===== src/rtl/mem_access_sequencer.sv =====
// Load/store sequencer: walks one SPARC memory op through MAR, MDR, RAM and the
// register-file write port, splitting LDD/STD into two word phases.
module mem_access_sequencer #(
  parameter int TIMEOUT = 16,
  parameter int CNT_W   = 5
) (
  input  logic       Clk,
  input  logic       RESET,
  input  logic       req,
  input  logic [5:0] op3,
  input  logic [2:0] addr_lo,
  input  logic       MFC,
  output logic       busy,
  output logic       done,
  output logic       trap_align,
  output logic       trap_illegal,
  output logic       trap_timeout,
  output logic       MAR_Enable,
  output logic       MDR_Enable,
  output logic       MDR_Mux_select,
  output logic       RAM_enable,
  output logic [5:0] RAM_OpCode,
  output logic       register_file_enable,
  output logic       second
);

  generate
    if (TIMEOUT < 2 || TIMEOUT > (2 ** CNT_W)) begin : g_bad_param
      $error("TIMEOUT must lie in 2..2**CNT_W");
    end
  endgenerate

  typedef enum logic [2:0] {
    S_IDLE, S_MAR, S_WAIT, S_WB, S_DONE, S_TRAP
  } state_t;

  typedef enum logic [1:0] {
    T_NONE, T_ALIGN, T_ILLEGAL, T_TIMEOUT
  } trap_t;

  localparam logic [CNT_W-1:0] CNT_LAST = CNT_W'(TIMEOUT - 1);

  state_t           state;
  trap_t            trap_q;
  logic [5:0]       op_q;
  logic             second_q;
  logic [CNT_W-1:0] cnt;

  logic is_store, is_dbl, misaligned;

  assign is_store = op_q[2];
  assign is_dbl   = (op_q[1:0] == 2'b11);

  // Alignment is judged on the incoming op, since op_q is only loaded on accept.
  always_comb begin
    misaligned = 1'b0;
    case (op3[1:0])
      2'b00:   misaligned = (addr_lo[1:0] != 2'b00);
      2'b10:   misaligned = addr_lo[0];
      2'b11:   misaligned = (addr_lo != 3'b000);
      default: misaligned = 1'b0;
    endcase
  end

  always_ff @(posedge Clk) begin
    if (RESET) begin
      state    <= S_IDLE;
      trap_q   <= T_NONE;
      op_q     <= '0;
      second_q <= 1'b0;
      cnt      <= '0;
    end else begin
      case (state)
        S_IDLE: begin
          if (req) begin
            op_q     <= op3;
            second_q <= 1'b0;
            if (op3[5:4] != 2'b00) begin
              trap_q <= T_ILLEGAL;
              state  <= S_TRAP;
            end else if (misaligned) begin
              trap_q <= T_ALIGN;
              state  <= S_TRAP;
            end else begin
              state <= S_MAR;
            end
          end
        end
        S_MAR: begin
          cnt   <= '0;
          state <= S_WAIT;
        end
        S_WAIT: begin
          cnt <= cnt + 1'b1;
          // MFC takes priority over an expiring counter.
          if (MFC) begin
            if (!is_store) begin
              state <= S_WB;
            end else if (is_dbl && !second_q) begin
              second_q <= 1'b1;
              state    <= S_MAR;
            end else begin
              state <= S_DONE;
            end
          end else if (cnt == CNT_LAST) begin
            trap_q <= T_TIMEOUT;
            state  <= S_TRAP;
          end
        end
        S_WB: begin
          if (is_dbl && !second_q) begin
            second_q <= 1'b1;
            state    <= S_MAR;
          end else begin
            state <= S_DONE;
          end
        end
        S_DONE: state <= S_IDLE;
        S_TRAP: begin
          trap_q <= T_NONE;
          state  <= S_IDLE;
        end
        default: state <= S_IDLE;
      endcase
    end
  end

  always_comb begin
    busy                 = (state != S_IDLE);
    done                 = (state == S_DONE);
    trap_align           = (state == S_TRAP) && (trap_q == T_ALIGN);
    trap_illegal         = (state == S_TRAP) && (trap_q == T_ILLEGAL);
    trap_timeout         = (state == S_TRAP) && (trap_q == T_TIMEOUT);
    MAR_Enable           = 1'b0;
    MDR_Enable           = 1'b0;
    MDR_Mux_select       = 1'b0;
    RAM_enable           = 1'b0;
    RAM_OpCode           = 6'b000000;
    register_file_enable = 1'b0;
    second               = 1'b0;
    case (state)
      S_MAR: begin
        MAR_Enable = 1'b1;
        MDR_Enable = is_store;
        second     = second_q;
      end
      S_WAIT: begin
        RAM_enable     = 1'b1;
        MDR_Mux_select = !is_store;
        MDR_Enable     = !is_store && MFC;
        // Each double phase is issued to the RAM as a plain word access.
        RAM_OpCode     = is_dbl ? {3'b000, is_store, 2'b00} : op_q;
        second         = second_q;
      end
      S_WB: begin
        register_file_enable = 1'b1;
        second               = second_q;
      end
      default: ;
    endcase
  end

endmodule

===== config.mk =====
export PLATFORM = sky130hd
export DESIGN_NAME = mem_access_sequencer
export DESIGN_NICKNAME = d
export VERILOG_FILES = /design/src/rtl/mem_access_sequencer.sv
export SDC_FILE = /design/constraint.sdc
export NUM_CORES = 1
export LEC_CHECK = 0
export CELL_PAD_IN_SITES_DETAIL_PLACEMENT = 1
export CELL_PAD_IN_SITES_GLOBAL_PLACEMENT = 1
export CORE_MARGIN = 3
export CORE_UTILIZATION = 33
export CTS_BUF_LIST = sky130_fd_sc_hd__clkbuf_16
export CTS_CLUSTER_DIAMETER = 100
export DETAILED_ROUTE_END_ITERATION = 10
export PLACE_DENSITY = 0.75
export SLEW_MARGIN = 15
export SYNTH_ARGS = -nofsm -noshare
export SYNTH_HDL_FRONTEND = slang
export SYNTH_SLANG_ARGS = --single-unit

===== constraint.sdc =====
create_clock -name Clk -period 1.9 [get_ports Clk]
set_clock_uncertainty 0.05 [all_clocks]
set_input_delay 0.38 -clock Clk [delete_from_list [all_inputs] [get_ports Clk]]
set_output_delay 0.38 -clock Clk [all_outputs]
set_load 0.02 [all_outputs]

* Word-level counts from Yosys, hierarchy flattened *
Cells that the tools add are included.

storage, ports and cells
  register bits after elaboration = 17
  input port bits = 13
  word-level logic and storage cells = 75

cells by class
  $add $sub $neg = 1
  equal/unequal tests = 19
  mux-type cells = 29
  reduce and logical (&&, ||, !) cells = 21

operator list
  kind                                            number
  two-way mux 3 bit                               7
  two-way mux 6 bit                               2
  case mux 3 bit (4 select lines)                 1
  nonzero test 3 bit                              4
  == test 2 bit (second input constant)           5
  two-way mux 2 bit                               5
  inequality test 2 bit (second input constant)   5
  case mux 5 bit (2 select lines)                 1
  two-way mux 1 bit                               9
  == test 3 x 2 -> 1 bit (second input constant)  2
  == test 3 bit (second input constant)           2
  inequality test 3 bit (second input constant)   2
  case mux 1 bit (3 select lines)                 2
  case mux 2 bit (3 select lines)                 1
  nonzero test 2 bit                              3
  adder 5 x 1 -> 5 bit (second input constant)    1
  == test 5 x 4 -> 1 bit (second input constant)  1
  logical AND 1 bit                               5
  AND reduction 5 bit                             1
  AND reduction 2 bit                             2
  AND reduction 4 bit                             1
  == test 3 x 1 -> 1 bit (second input constant)  1
  logical NOT 3 bit                               1
  OR reduction 3 bit                              1
  4 further kinds                                 5

* Depth between registers and ports, before layout *
  depth after elaboration = 6
  gate-level depth with buffers = 8

* Worst setup path after synthesis *
No wires, ideal clock.

  path type = register to output
  start point = register state[2]
  end point = output MDR_Enable
  arrival = 1.491 ns
  required time = 1.470 ns
  setup slack = -0.021 ns
  stages on the path, launching flop included = 8
  cell sequence = dfxtp_1 buf_6 nor2_2 nand2_4 inv_4 buf_2 nand2_1 o21ai_0

on the way
  word-level cells in the longest chain between the ends = 2
  elaborated cells on any way between the ends = 3
  those cells by class = 2 x eq/ne; 1 x mux

ends and longest elaborated chain
  what                                                                     RTL line  RTL
  from (decl)                                                              43        state_t state;
  from (signal assigned)                                                   67        state <= S_IDLE;
  from (signal assigned)                                                   80        state <= S_TRAP;
  from (signal assigned)                                                   83        state <= S_TRAP;
  == test 3 x 2 -> 1 bit / == test 3 x 1 -> 1 bit (equally long branches)  141       case (state)
  case mux 1 bit (2 select lines) *                                        141
  to (decl)                                                                19        output logic MDR_Enable,

Every way passes the cells marked *; elsewhere a longest branch is shown, timed or not.

* Worst setup path after layout *
  start point = register state[0]
  end point = output second

on the way
  word-level cells in the longest chain between the ends = 3
  elaborated cells on any way between the ends = 5
  those cells by class = 3 x eq/ne; 1 x mux; 1 x reduce/logical

ends and longest elaborated chain
  what                                                                     RTL line  RTL
  == test 3 x 2 -> 1 bit / == test 3 x 1 -> 1 bit (equally long branches)  141
  OR reduction 3 bit (no line) *                                           -
  two-way mux 1 bit *                                                      141
  to (decl)                                                                24        output logic second

Marks and branches as above.

==> results.py <==
metrics = {
    "critical_path": {
        "crit_chain": "buf_4 -> nor2_1 -> nor3b_1 -> dlygate4sd2_1",
        "critPathArrivalTime_ns": 1.38,
        "rr_endpoint": "trap_q[0]",
        "crit_path_end_kind": "output pin",
        "r2r_setup_slack_ns": 0.10,
        "rr_startpoint": "cnt[0]",
        "crit_path_start": "state[0]",
        "cp_max_fo": 5,
        "cp_slowest_stage_delay_ns": 0.40,
        "cp.required_ns": 1.47,
        "crit_slowest_cell": "dfxtp_1",
        "critical_path_class": "flip-flop to output pin",
        "start_kind": "flip-flop",
        "r2r_cells": 7,
    },
    "yosys": {
        "synth_top_family_by_area": "simple AND/OR/NAND/NOR gates",
        "synthArstFlopShare_pct": 0,
        "synth_ff_type": "dfxtp_1",
        "ys_seq_elements": 17,
        "synthAdderAreaFrac_pct": 2.472,
        "syn_area_um2": 1012,
        "netlist_instances": 132,
        "synth_area_per_cell_um2": 7.668,
        "muxShareOfSynthArea_pct": 2.472,
        "yosysMostFrequentCell": "nor2_1",
        "ys_top_cells_by_count": "18 x nor2_1, 17 x dfxtp_1, 15 x a21oi_1, 15 x nand2_1, 6 x and3_1",
        "synth_edf_count": 0,
        "seq_area_frac_synth_pct": 33.62,
        "synth_xor_area_share_pct": 0,
        "synth_area_leaders": "dfxtp_1 34%, a21oi_1 7.4%, nor2_1 6.7%, nand2_1 5.6%, and3_1 3.7%",
        "mappedNetlistNets": 147,
        "ys_types": 37,
        "yosysWarnings": 0,
        "synthSimpleGateAreaFrac_pct": 33.99,
        "synth_compound_area_share_pct": 20.52,
        "synth_top_area_share_pct": 33.62,
        "synth_area_leader_cell": "dfxtp_1",
    },
    "worst_hold_path": {
        "hp-class": "flip-flop to flip-flop",
        "whs_path_depth": 2,
        "hp-start": "op_q[5]",
        "min_to": "op_q[5]",
    },
    "cts": {
        "cts_made_buffers": 3,
        "cts_tree": "yes",
        "cts_root_buf": "clkbuf_16",
        "cts.sinks": 17,
        "htree_levels": 1,
        "cts_buffer_depth": 2,
        "clk_pin_slew_ns": 0.05,
        "cts_hold_buf": 0,
        "clk_latency_ns": 0.25,
    },
    "pwr": {
        "p_leak_nw": 0.6847,
        "p_per_area_nw_per_um2": 1284,
        "ir_drop_mv": 0.4807,
    },
    "grt": {
        "grt_max_degree": 18,
        "grt_pass1_vias": 1148,
        "antenna_found_initial": 0,
        "grt_pass1_wl_mm": 5.126,
        "grt-ovfl-total": 0,
        "track_usage_pct": 18.30,
    },
    "timing": {
        "setup_violations": 0,
        "setup_ws_ns": 0.09379,
        "hold_violations": 0,
        "fmax_mhz": 553.6,
        "post-route-period-util_pct": 95.06,
        "period_needed_ns": 1.806,
        "hold_ws_ns": 0.4181,
        "slew_violations": 0,
        "rsz0062_at_grt": "no",
        "relSlewSlack_pct": 75.18,
        "tightest_slew_ns": 0.3707,
    },
    "routing": {
        "met1_length_mm": 1.427,
        "vias": 1087,
        "first_pass_iters": 4,
        "drt-vias-per-instance": 5.226,
        "routed_wl_mm": 3.109,
        "drt_iter0_markers": 33,
        "drcViolationCount": 0,
        "wl_met2_mm": 1.540,
        "post_drt_wl_per_cell_um": 14.95,
        "topRoutingLayerUsed": "met4",
        "ant_nets": 0,
        "wl_met3_um": 125,
    },
    "floorplan": {
        "fp.dieW_um": 61.39,
        "io_pins": 30,
        "rows": 19,
        "die_area_um2": 3768,
        "start_util_pct": 35.78,
        "die_h_um": 61.39,
        "core_region_area_um2": 2829,
    },
    "layout": {
        "drive_above_1_share_pct": 29.38,
        "antenna_cells": 0,
        "fillers": 363,
        "area_growth_syn_to_layout_pct": 46.23,
        "final_nets": 193,
    },
    "run": {
        "cap_violations": 0,
    },
    "place": {
        "dp_hpwl_mm": 2.444,
        "gp_congestion": 0.7887,
        "io_buffers": 29,
        "dp_slack_ns": -0.2285,
    },
    "outcome": {
        "status": "finished clean",
    },
}
metrics by stage:
| stage | cells | instance area, µm² | power, mW | TNS, ns | util, % |
|---|---|---|---|---|---|
| detailed placement | 203 | 1446 | 1.517 | -0.6576 | 51.13 |
| CTS | 207 | 1525 | 1.931 | 0 | 53.91 |
| floorplan | 132 | 1012 | 1.096 | 0 | - |
| global placement | 203 | 1446 | 1.475 | -0.3718 | 51.13 |
| finish | 208 | 1480 | 1.901 | 0 | 52.32 |
| global route | 208 | 1480 | 2.039 | 0 | 52.32 |
layout by cell type (no fill, tap or decap), types with 3 or more instances in the layout:
master and instances:
buf_4 21, nor2_1 18, dfxtp_1 16, nand2_1 15, a21oi_1 15, clkdlybuf4s50_1 12, clkbuf_2 11, and3_1 6
inv_1 5, nor3b_1 5, nor3_1 4, dlygate4sd2_1 4, o21ai_0 3, a31oi_1 3, clkbuf_16 3
worst max-delay path: cells and delay by family (launching register included):
kind / cells / cell delay [ns]
buf+inv: 2 / 0.51
simple gates: 2 / 0.22
flops: 1 / 0.40
worst max-delay path by stage:
stage                          endpoint  slack (ns)  cells after the start
final                            second        0.09                      4
after floorplan              MDR_Enable        0.13                      7
after CTS                 RAM_OpCode[4]       0.002                      5
after detailed placement     MDR_Enable       -0.23                      4
after global placement       MDR_Enable       -0.21                      4
after global routing       trap_illegal       0.007                      3
kinds of logic after synthesis:
group | Yosys count
AOI/OAI and AO/OA | 32
adders and majority gates | 2
buffers and inverters | 15
DFF | 17
muxes | 2
and+or+nand+nor | 64
final cells by class:
class	instances	area [µm²]	share of cell area, %
clock inverter	1	5.005	0.3381
timing repair buffer	50	384.1	25.95
inverter	6	25.02	1.691
multi-input combinational	100	610.6	41.25
sequential	17	341.6	23.08
clock buffer	3	75.07	5.072
tap	31	38.79	2.620
power by group:
part | switching (mW) | internal (mW) | leakage, nW | total [mW]
logic | 0.531 | 0.419 | 0.505 | 0.950
clock network | 0.146 | 0.282 | 0.0409 | 0.428
registers | 0.0881 | 0.435 | 0.139 | 0.523
total | 0.766 | 1.14 | 0.685 | 1.90
state kept, by name (all words and copies together) (netlist names):
| signal | flops |
|---|---|
| op_q | 6 |
| cnt | 5 |
| state | 3 |
| second_q | 1 |
| trap_q | 2 |
layer usage:
metal / up-vias / GRT usage (%)
met5: - / 0
met3: 2 / 2.516
met2: 22 / 32.78
met4: 0 / 4.545
met1: 513 / 23.07
li1: 550 / -
what timing repair did:
item                       4_1_cts  5_1_grt
setup endpoints to repair       17       14
buffers inserted                 0        1
gates resized for setup         30       21
pin swaps                        0        1
Power figures use the tool's default switching activity.
